==> config.mk <==
export PLATFORM = sky130hd
export DESIGN_NAME = rot_seq
export DESIGN_NICKNAME = d
export VERILOG_FILES = /design/src/rtl/rot_seq.sv
export SDC_FILE = /design/constraint.sdc
export NUM_CORES = 1
export LEC_CHECK = 0
export CORE_UTILIZATION = 40
export DETAILED_ROUTE_END_ITERATION = 7
export PLACE_DENSITY_LB_ADDON = 0.05
export SLEW_MARGIN = 10
export SYNTH_ARGS = -nofsm -noshare
export SYNTH_HDL_FRONTEND = slang
export SYNTH_SLANG_ARGS = --single-unit
==> constraint.sdc <==
create_clock -name clk -period 1.8 [get_ports clk]
set_input_delay 0.36 -clock clk [delete_from_list [all_inputs] [get_ports clk]]
set_output_delay 0.36 -clock clk [all_outputs]
set_load 0.005 [all_outputs]
==> src/rtl/rot_seq.sv <==
// Piece-rotation sequencer: reads a run of piece registers, rotates each one through an external
// ALU and writes the result back, one piece every three cycles.
module rot_seq #(
  parameter int unsigned NREG      = 8,
  parameter int unsigned AW        = 3,
  parameter logic [3:0]  OP_RL_90  = 4'd8,
  parameter logic [3:0]  OP_UD_90  = 4'd9,
  parameter logic [3:0]  OP_FB_90  = 4'd10,
  parameter logic [3:0]  OP_RL_270 = 4'd11,
  parameter logic [3:0]  OP_UD_270 = 4'd12,
  parameter logic [3:0]  OP_FB_270 = 4'd13
) (
  input  logic          clk,
  input  logic          rst_n,
  input  logic          cmd_valid,
  output logic          cmd_ready,
  input  logic [2:0]    cmd_rot,
  input  logic [AW-1:0] cmd_base,
  input  logic [AW:0]   cmd_cnt,
  output logic [AW-1:0] rd_addr,
  input  logic [7:0]    rd_data,
  output logic [3:0]    alu_op,
  output logic [7:0]    alu_in0,
  output logic [7:0]    alu_in1,
  input  logic [7:0]    alu_out,
  output logic          wr_en,
  output logic [AW-1:0] wr_addr,
  output logic [7:0]    wr_data,
  output logic          busy,
  output logic          done,
  output logic          err
);

  typedef enum logic [2:0] {StIdle, StRead, StExec, StWrite, StFin} state_t;

  localparam logic [AW:0] NregW = (AW + 1)'(NREG);

  state_t        state;
  logic [AW-1:0] ptr;
  logic [AW:0]   remaining;
  logic [3:0]    op_q;
  logic [7:0]    data_q;
  logic [7:0]    res_q;
  logic          skip_q;
  logic          done_q;
  logic          err_q;

  logic          accept;
  logic [AW:0]   cnt_clamped;
  logic [3:0]    op_map;
  logic          rot_illegal;

  assign accept      = cmd_valid && (state == StIdle);
  assign cnt_clamped = (cmd_cnt > NregW) ? NregW : cmd_cnt;

  always_comb begin
    op_map      = OP_RL_90;
    rot_illegal = 1'b0;
    case (cmd_rot)
      3'd0:    op_map = OP_RL_90;
      3'd1:    op_map = OP_UD_90;
      3'd2:    op_map = OP_FB_90;
      3'd3:    op_map = OP_RL_270;
      3'd4:    op_map = OP_UD_270;
      3'd5:    op_map = OP_FB_270;
      default: rot_illegal = 1'b1;
    endcase
  end

  always_ff @(posedge clk or negedge rst_n) begin
    if (!rst_n) begin
      state     <= StIdle;
      ptr       <= '0;
      remaining <= '0;
      op_q      <= '0;
      data_q    <= '0;
      res_q     <= '0;
      skip_q    <= 1'b0;
      done_q    <= 1'b0;
      err_q     <= 1'b0;
    end else begin
      done_q <= 1'b0;
      case (state)
        StIdle: begin
          if (accept) begin
            ptr       <= cmd_base;
            remaining <= cnt_clamped;
            op_q      <= op_map;
            err_q     <= rot_illegal;
            if (rot_illegal || (cnt_clamped == '0)) state <= StFin;
            else                                    state <= StRead;
          end
        end
        StRead: begin
          data_q <= rd_data;
          skip_q <= 1'b0;
          state  <= StExec;
        end
        StExec: begin
          res_q <= alu_out;
          // Orientation codes 6 and 7 are not valid; leave such a piece untouched.
          if (data_q[2:1] == 2'b11) begin
            skip_q <= 1'b1;
            err_q  <= 1'b1;
          end
          state <= StWrite;
        end
        StWrite: begin
          remaining <= remaining - 1'b1;
          ptr       <= ptr + 1'b1;
          state     <= (remaining != 1) ? StRead : StFin;
        end
        StFin: begin
          done_q <= 1'b1;
          state  <= StIdle;
        end
        default: state <= StIdle;
      endcase
    end
  end

  assign cmd_ready = (state == StIdle);
  assign busy      = (state != StIdle);
  assign done      = done_q;
  assign err       = err_q;
  assign rd_addr   = ptr;
  assign alu_op    = (state == StExec) ? op_q : OP_RL_90;
  assign alu_in0   = (state == StExec) ? data_q : 8'd0;
  assign alu_in1   = 8'd0;
  assign wr_en     = (state == StWrite) && !skip_q;
  assign wr_addr   = (state == StWrite) ? ptr : '0;
  assign wr_data   = (state == StWrite) ? res_q : 8'd0;

endmodule

Word level (Yosys, flattened, before mapping)
Index checks and enable logic that the tools add are counted.
{ "op_classes": {"add_sub_neg": 2, "n_lt_le_gt_ge": 1, "muxes": 20, "n_eq_ne": 13, "reduce_logical": 16} }
{ "op_table": {"columns": ["cell", "n"], "rows": [
  ["8-bit two-way mux", 2],
  ["3-bit two-way mux", 5],
  ["3-bit one-hot mux with 5 select lines", 1],
  ["3-bit by 2-bit equality test with 1-bit output, second input constant", 4],
  ["4-bit two-way mux", 3],
  ["3-bit one-hot mux with 4 select lines", 1],
  ["3-bit equality test, second input constant", 3],
  ["4-bit one-hot mux with 2 select lines", 1],
  ["3-bit by 1-bit equality test with 1-bit output, second input constant", 2],
  ["3-bit zero test", 2],
  ["3-bit one-hot mux with 2 select lines", 1],
  ["2-bit AND reduction", 3],
  ["2-bit nonzero test", 3],
  ["6-bit OR reduction", 1],
  ["4-bit > comparator, second input constant", 1],
  ["4-bit zero test", 1],
  ["1-bit two-way mux", 4],
  ["4-bit by 1-bit != test with 1-bit output, second input constant", 1],
  ["1-bit one-hot mux with 2 select lines", 2],
  ["4-bit by 1-bit subtractor with 4-bit output, second input constant", 1],
  ["3-bit by 1-bit adder with 3-bit output, second input constant", 1],
  ["3-bit AND reduction", 1],
  ["3-bit nonzero test", 1],
  ["2-bit equality test, second input constant", 1],
  ["5 further kinds", 6]
]} }
{ "totals": {"ff_bits": 33} }

Longest topological paths before layout
Gate-level depths: netlist (run 1).
{ "logic_depth": {"depth_word": 7, "ltp_mapped": 5, "mapped_depth_nobuf": 5} }

Worst setup path before layout (run 1)
No wires, ideal clock.
{ "synth_timing": {"path_type": "flip-flop to output port", "start": "register state[2]", "end": "output wr_addr[0]", "path_stages_with_launch": 6, "setup_slack_ns": 0.248, "required_ns": 1.440, "arrival_time_ns": 1.192, "cell_sequence": "dfrtp_1 > buf_2 > and3b_1 > buf_2 > clkbuf_1 > and2_1"} }
{ "synth_via": {"elab_chain_len": 2} }
{ "synth_lines": {"columns": ["element", "line", "rtl"], "rows": [
  ["from (decl)", "38", "state_t state;"],
  ["from (signal assigned)", "72", "state <= StIdle;"],
  ["from (signal assigned)", "90", "if (rot_illegal || (cnt_clamped == '0)) state <= StFin;"],
  ["from (signal assigned)", "91", "else state <= StRead;"],
  ["3-bit by 2-bit equality test with 1-bit output", "131", "assign wr_addr = (state == StWrite) ? ptr : '0;"],
  ["3-bit two-way mux", "131", null],
  ["to (decl)", "27", "output logic [AW-1:0] wr_addr,"]
]} }
No other way between the ends.

Final worst setup path (run 1)
{ "layout_timing": {"start": "register state[2]", "end": "output wr_addr[2]"} }
Same word-level chain as after synthesis.

==> results of run 1 <==
==> report_power, final <==
part | internal [mW] | switching, mW
clock network | 0.346 | 0.273
logic | 1.79 | 1.04
registers | 1.11 | 0.277
total | 3.24 | 1.59
==> critical path, cell delays in order (launching register included) <==
cell	delay (ns)
dfrtp_2	0.45
buf_6	0.13
and3b_2	0.28
buf_6	0.12
buf_6	0.09
and2_4	0.13
buf_6	0.09
==> routing by layer <==
layer	GRT usage	up-vias	wire length, µm
met4	0.101	0	106
met2	0.365	66	2440
met1	0.276	747	1950
li1	-	723	-
met3	0.0439	13	259
met5	0	-	0
==> worst paths after layout <==
path	start	to	slack, ns	depth (start not counted)
min in group asynchronous	rst_n	remaining[0]	0.49	2
worst max register to register	state[2]	remaining[2]	0	7
max in group asynchronous	rst_n	state[0]	0.98	2
worst min register to register	op_q[3]	op_q[3]	0.47	1
worst min-delay path	op_q[3]	op_q[3]	0.47	1
worst max-delay path	state[2]	wr_addr[2]	-0.13	6
==> logic make-up after synthesis <==
kind of cell               count (synthesis)
and+or+nand+nor                           64
DFF                                       33
buffers and inverters                     25
AOI/OAI and AO/OA                         17
muxes                                     16
adders and majority gates                  3
other                                      1
==> metrics by stage <==
step	cell area [µm²]	setup TNS (ns)	utilization
3_5_place_dp	2410	-1.03	0.595
5_1_grt	2950	-2.61	0.726
2_1_floorplan	1730	0	-
6_report	2950	-1.52	0.726
3_3_place_gp	2410	-0.679	0.595
4_1_cts	2730	-1.56	0.673
==> placed cells by master (no fill, tap or decap), types with 2 or more instances in the layout <==
cell type	Yosys	routed
dfrtp_2	0	3
mux2_2	16	16
and2_1	23	2
and2_4	0	21
clkbuf_8	0	7
a21oi_1	4	3
ha_1	3	3
dfrtp_1	33	30
buf_4	8	20
nand2b_1	2	2
a31oi_2	0	2
nand3b_1	3	3
clkdlybuf4s50_1	0	33
conb_1	1	8
nand3_1	5	4
inv_1	7	6
nand2_1	13	11
a211oi_1	2	2
clkbuf_2	0	3
and3b_2	0	2
buf_6	0	42
nor3b_1	2	2
nor2_1	6	5
==> flip-flops by register name, summed over array words and instances (netlist names) <==
| register | flops |
|---|---|
| err | 1 |
| done | 1 |
| op_q | 4 |
| state | 3 |
| data_q | 8 |
| remaining | 4 |
| rd_addr | 3 |
| res_q | 8 |
| skip_q | 1 |
==> final cells by class <==
class,count,share of cell area
repair buffers,102,0.346
well taps,50,0.0212
flip-flops and latches,33,0.282
clock buffers,7,0.0327
multi-input cells,109,0.308
clock inverters,1,0.00170
inverters,7,0.00892
==> timing repair <==
item	in CTS	in global routing
setup endpoints to repair	26	41
pin swaps	6	17
resized for setup	120	64
hold endpoints to repair	0	0
gates cloned	1	0
setup buffers	19	8
==> reports/results.tsv, run 1 <==
stage	metric	value	unit
sta	skew	0.00825	ns
setup_path	start_kind	register	
logic_synthesis	synth_top_family_by_area	simple AND/OR/NAND/NOR gates	
setup_path	worst-setup-path-type	register to output port	
drt	wl	4750	µm
logic_synthesis	ys_types	35	
sta	fin_crit_sh	1.07	
logic_synthesis	synth_compound_area_frac	0.0814	
logic_synthesis	synth_xor_area_frac	0	
clocking	clkSinkCount	33	
cells_and_area	n_antenna_cell	0	
logic_synthesis	avgSynthCellArea	10.7	µm²
logic_synthesis	synthTopCellsByCount	dfrtp_1, and2_1, mux2_2	
clocking	hold_buffers	0	
setup_path	worstPathMaxFanout	3	
drt	drcViolationCount	0	
power_and_ir_drop	peakVddDrop	740	µV
sta	fmaxAchievable	517	MHz
global_route	grt_use_total	0.221	
die	die_x	67.3	µm
global_route	overflow	0	
logic_synthesis	yosys.area.top_type	dfrtp_1	
sta	finalWorstSetupSlack	-0.135	ns
drt	wl_per_cell	15.4	µm
setup_path	crit_arrival	1.57	ns
logic_synthesis	synthMuxAreaShare	0.106	
power_and_ir_drop	p_leak	1.35	nW
status	violations	setup timing	
drt	drt_first_pass_iters	4	
cells_and_area	fin_nets	290	
clocking	numCtsBuffers	5	
logic_synthesis	syn_inst	159	
power_and_ir_drop	powerDensity	1640	nW/µm²
sta	hold_slack	0.474	ns
cells_and_area	seq_area	830	µm²
logic_synthesis	synthAdderAreaFrac	0.0220	
logic_synthesis	synth.most_common_cell	dfrtp_1	
clocking	clk_path_buf_depth	2	
clocking	cts_tree	yes	
job	maxCapViolations	0	
logic_synthesis	synth_async_sr_flop_share	1.00	
cells_and_area	final_cells	309	
cells_and_area	multi_input_area	907	µm²
die	io_pins	68	
logic_synthesis	synthTopCellsByArea	dfrtp_1, mux2_2, and2_1	
placed_design	dp_slack	-0.146	ns
die	initial_core_util	0.420	
sta	hold_viol	0	
global_route	grt_max_degree	34	
cells_and_area	n_fill_cell	287	
die	coreArea	4060	µm²
clocking	clk_pin_slew_worst_paths	0.07	ns
drt	drtIter0Drc	65	
die	dieArea	4530	µm²
global_route	grt_pass1_vias	1520	
hold_path	min_path_type	register to register	
logic_synthesis	syn-cell-area	1710	µm²
logic_synthesis	synthFlopType	dfrtp_1	
global_route	antenna_found_initial	0	
sta	rsz0062_at_grt	yes	
die	die_height	67.3	µm
setup_path	worstPathRequired	1.44	ns
clocking	cts_htree_levels	2	
sta	drv_slew	0	
logic_synthesis	synth-edff-count	0	
logic_synthesis	synth_seq_cells	33	
logic_synthesis	synthSimpleGateAreaFrac	0.226	
logic_synthesis	yosys.area.top_type_share	0.484	
power_and_ir_drop	finalPower	4.82	mW
sta	setup_viol	22	
drt	vias	1549	
setup_path	critPathCaptureType	output port	
logic_synthesis	ys_warn_count	0	
cells_and_area	syn_to_final_growth	72.7	%
logic_synthesis	yosysSeqAreaShare	0.484	
placed_design	dpl.hpwl	2900	µm
placed_design	placed_cells	275	
placed_design	gp_congestion	0.799	
clocking	clkLatencyLatePin	0.29	ns
cells_and_area	drive_gt1_frac	0.517	
status	status	complete, but fails checks	
placed_design	port_buffers	59	
sta	final.min_clock_period	1.93	ns
global_route	grt_pass1_wl	7280	µm
drt	viasPerCell	5.01	
die	rows	23	
clocking	root_buffer	clkbuf_8	
drt	ant_nets	0	
Note: power is estimated with default switching activity, not from simulation.
==> run 2: changes to the inputs <==
Settings changed: CORE_ASPECT_RATIO from default to 0.75.
==> run 2 against run 1 <==
The run still ends with setup timing left. First-iteration DRC count is 28% lower. Power fell by 13%. Critical path depth is the same. Register-to-register slack improved by 0.05 ns. Maximum frequency rose by 5.3%. Largest power group unchanged. Hold slack got worse by 0.0043 ns. Die area hardly changed. Final cell count fell by 2.3%. Final area shrank 9.8%. Core utilization down 7.5 points. Sequential power about the same. Clock skew fell by 0.0041 ns.
==> reports/results.tsv, run 2 (same netlist as run 1, synthesis figures left out) <==
stage	metric	value	unit	change
power_and_ir_drop	peakVddDrop	778	µV	+5.1%
power_and_ir_drop	finalPower	4.18	mW	-13%
setup_path	critPathMaxStageDelay	0.44	ns	about the same
clocking	root_buffer	clkbuf_8		
sta	setup_viol	6		-73%
global_route	grt_max_degree	34		unchanged
placed_design	dp_slack	-0.149	ns	-0.00300 ns
setup_path	cpMostUsedCell	buf_6		
drt	viasPerCell	4.75		-5.3%
placed_design	place_area	2410	µm²	about the same
sta	rsz0062_at_grt	yes		
die	coreArea	4080	µm²	+0.52%
sta	hold_viol	0		unchanged
drt	met3_length	285	µm	+10%
cells_and_area	drive_gt1_frac	0.409		-0.108
drt	wl_per_cell	14.6	µm	-4.7%
power_and_ir_drop	powerDensity	1570	nW/µm²	-4.0%
cells_and_area	mostFrequentLayoutCells	clkdlybuf4s50_1, dfrtp_1, buf_4, buf_6, mux2_2		
global_route	grt_use_total	0.208		-0.0124
sta	skew	0.00413	ns	-0.00413 ns
cells_and_area	largestRegisters	data_q (8), res_q (8)		
cells_and_area	final_cells	302		-2.3%
hold_path	min_path_type	register to register		
drt	drcViolationCount	0		unchanged
setup_path	crit_arrival	1.48	ns	-0.09 ns
clocking	hold_buffers	0		unchanged
die	die_x	77.4	µm	+15%
drt	wl	4420	µm	-6.9%
setup_path	critPathBufInv	4		unchanged
clocking	clk_pin_slew_worst_paths	0.07	ns	about the same
status	violations	setup timing		
status	status	complete, but fails checks		
drt	ant_nets	0		unchanged
sta	hold_slack	0.470	ns	-0.00426 ns
sta	drv_slew	0		unchanged
placed_design	dpl.hpwl	2930	µm	+1.2%
setup_path	worstPathRequired	1.44	ns	about the same
setup_path	path_cells	nor3b_4 > buf_6 > buf_6 > buf_6 > and2_4 > buf_6		
clocking	cts_tree	yes		
cells_and_area	final_util	0.651		-0.0746
sta	final.min_clock_period	1.84	ns	-0.0965 ns
global_route	antenna_found_initial	0		unchanged
drt	vias	1434		-7.4%
clocking	cts_htree_levels	2		unchanged
drt	wl_met1	1980	µm	+1.7%
placed_design	port_buffers	59		unchanged
setup_path	crit_path_top_delay_cell	dfrtp_2		
clocking	clk_path_buf_depth	2		unchanged
cells_and_area	final_area	2660	µm²	-9.8%
placed_design	gp_congestion	0.753		-5.7%
setup_path	worstPathMaxFanout	5		+2
setup_path	critPathCaptureType	output port		
global_route	grt_pass1_wl	7030	µm	-3.4%
die	initial_core_util	0.418		-0.00219
cells_and_area	syn_to_final_growth	55.8	%	
global_route	overflow	0		unchanged
sta	finalWorstSetupSlack	-0.0381	ns	+0.0965 ns
die	die_height	58.5	µm	-13%
global_route	grt_pass1_vias	1450		-4.6%
clocking	clkSinkCount	33		unchanged
sta	fin_setup_tns	-0.146	ns	+1.37 ns
job	maxCapViolations	0		unchanged
drt	dr_wl_met2	2110	µm	-13%
sta	fmaxAchievable	544	MHz	+5.3%
setup_path	crit_family	flip-flops		
cells_and_area	mostFrequentLayoutCell	clkdlybuf4s50_1		
setup_path	start_kind	register		
clocking	numCtsBuffers	5		unchanged
cells_and_area	n_fill_cell	360		+25%
die	io_pins	68		unchanged
cells_and_area	fin_nets	278		-4.1%
cells_and_area	n_antenna_cell	0		unchanged
clocking	clkLatencyLatePin	0.28	ns	about the same
setup_path	worst-setup-path-type	register to output port		
placed_design	placed_cells	279		+1.5%
drt	drt_first_pass_iters	4		unchanged
power_and_ir_drop	p_leak	1.23	nW	-8.9%
sta	fin_crit_sh	1.02		-0.0536
drt	drtIter0Drc	47		-28%
drt	highest_layer	met4		
die	dieArea	4530	µm²	about the same
die	rows	20		-13%
[run 2: cell types whose count changed in the layout (fill, tap and decap cells not counted), sizes merged]
| cell | change |
|---|---|
| buf | -12 |
| and3b | -1 |
| clkinv | -1 |
| clkdlybuf4s15 | +1 |
| clkbuf | -1 |
| dlygate4sd2 | +2 |
[run 2: routing by layer]
metal / global-route usage / vias to the layer above
li1: - / 694
met1: 0.267 / 680
met2: 0.344 / 55
met3: 0.0527 / 5
met4: 0.0809 / 0
met5: 0 / -
[run 2: cell type report]
cell class                 count  area [µm²]  share of cell area
sequential                    33         828               0.312
multi-input combinational    108         827               0.311
timing repair buffer          91         826               0.311
clock buffer                   8        80.1              0.0301
tap                           55        68.8              0.0259
inverter                       7        26.3             0.00989
[run 2: timing repair]
action                                  CTS  global route
gates resized for setup                 110            26
cloned                                    1             0
setup buffers                            15             1
endpoints found under the setup margin   26            23
pin swaps                                 8             6
[run 2: worst reg2reg max path: cells and delay by family (launching register included)]
family | cells | cell delay [ns]
simple gates | 1 | 0.52
buf+inv | 3 | 0.46
flops | 1 | 0.44
compound gates | 2 | 0.21
[run 2: final timing paths]
check / startpoint / end / slack [ns] / cells past startpoint
max: state[0] / alu_in0[6] / -0.04 / 6
min: op_q[3] / op_q[3] / 0.47 / 1
max reg2reg: state[0] / remaining[2] / 0.05 / 6
min reg2reg: op_q[3] / op_q[3] / 0.47 / 1
max in group asynchronous: rst_n / state[2] / 0.98 / 2
min in group asynchronous: rst_n / remaining[1] / 0.48 / 2
[run 2: power breakdown]
part / internal (mW) / total (mW) / switching [mW]
clock: 0.275 / 0.533 / 0.259
sequential: 1.10 / 1.35 / 0.248
combinational: 1.41 / 2.29 / 0.880
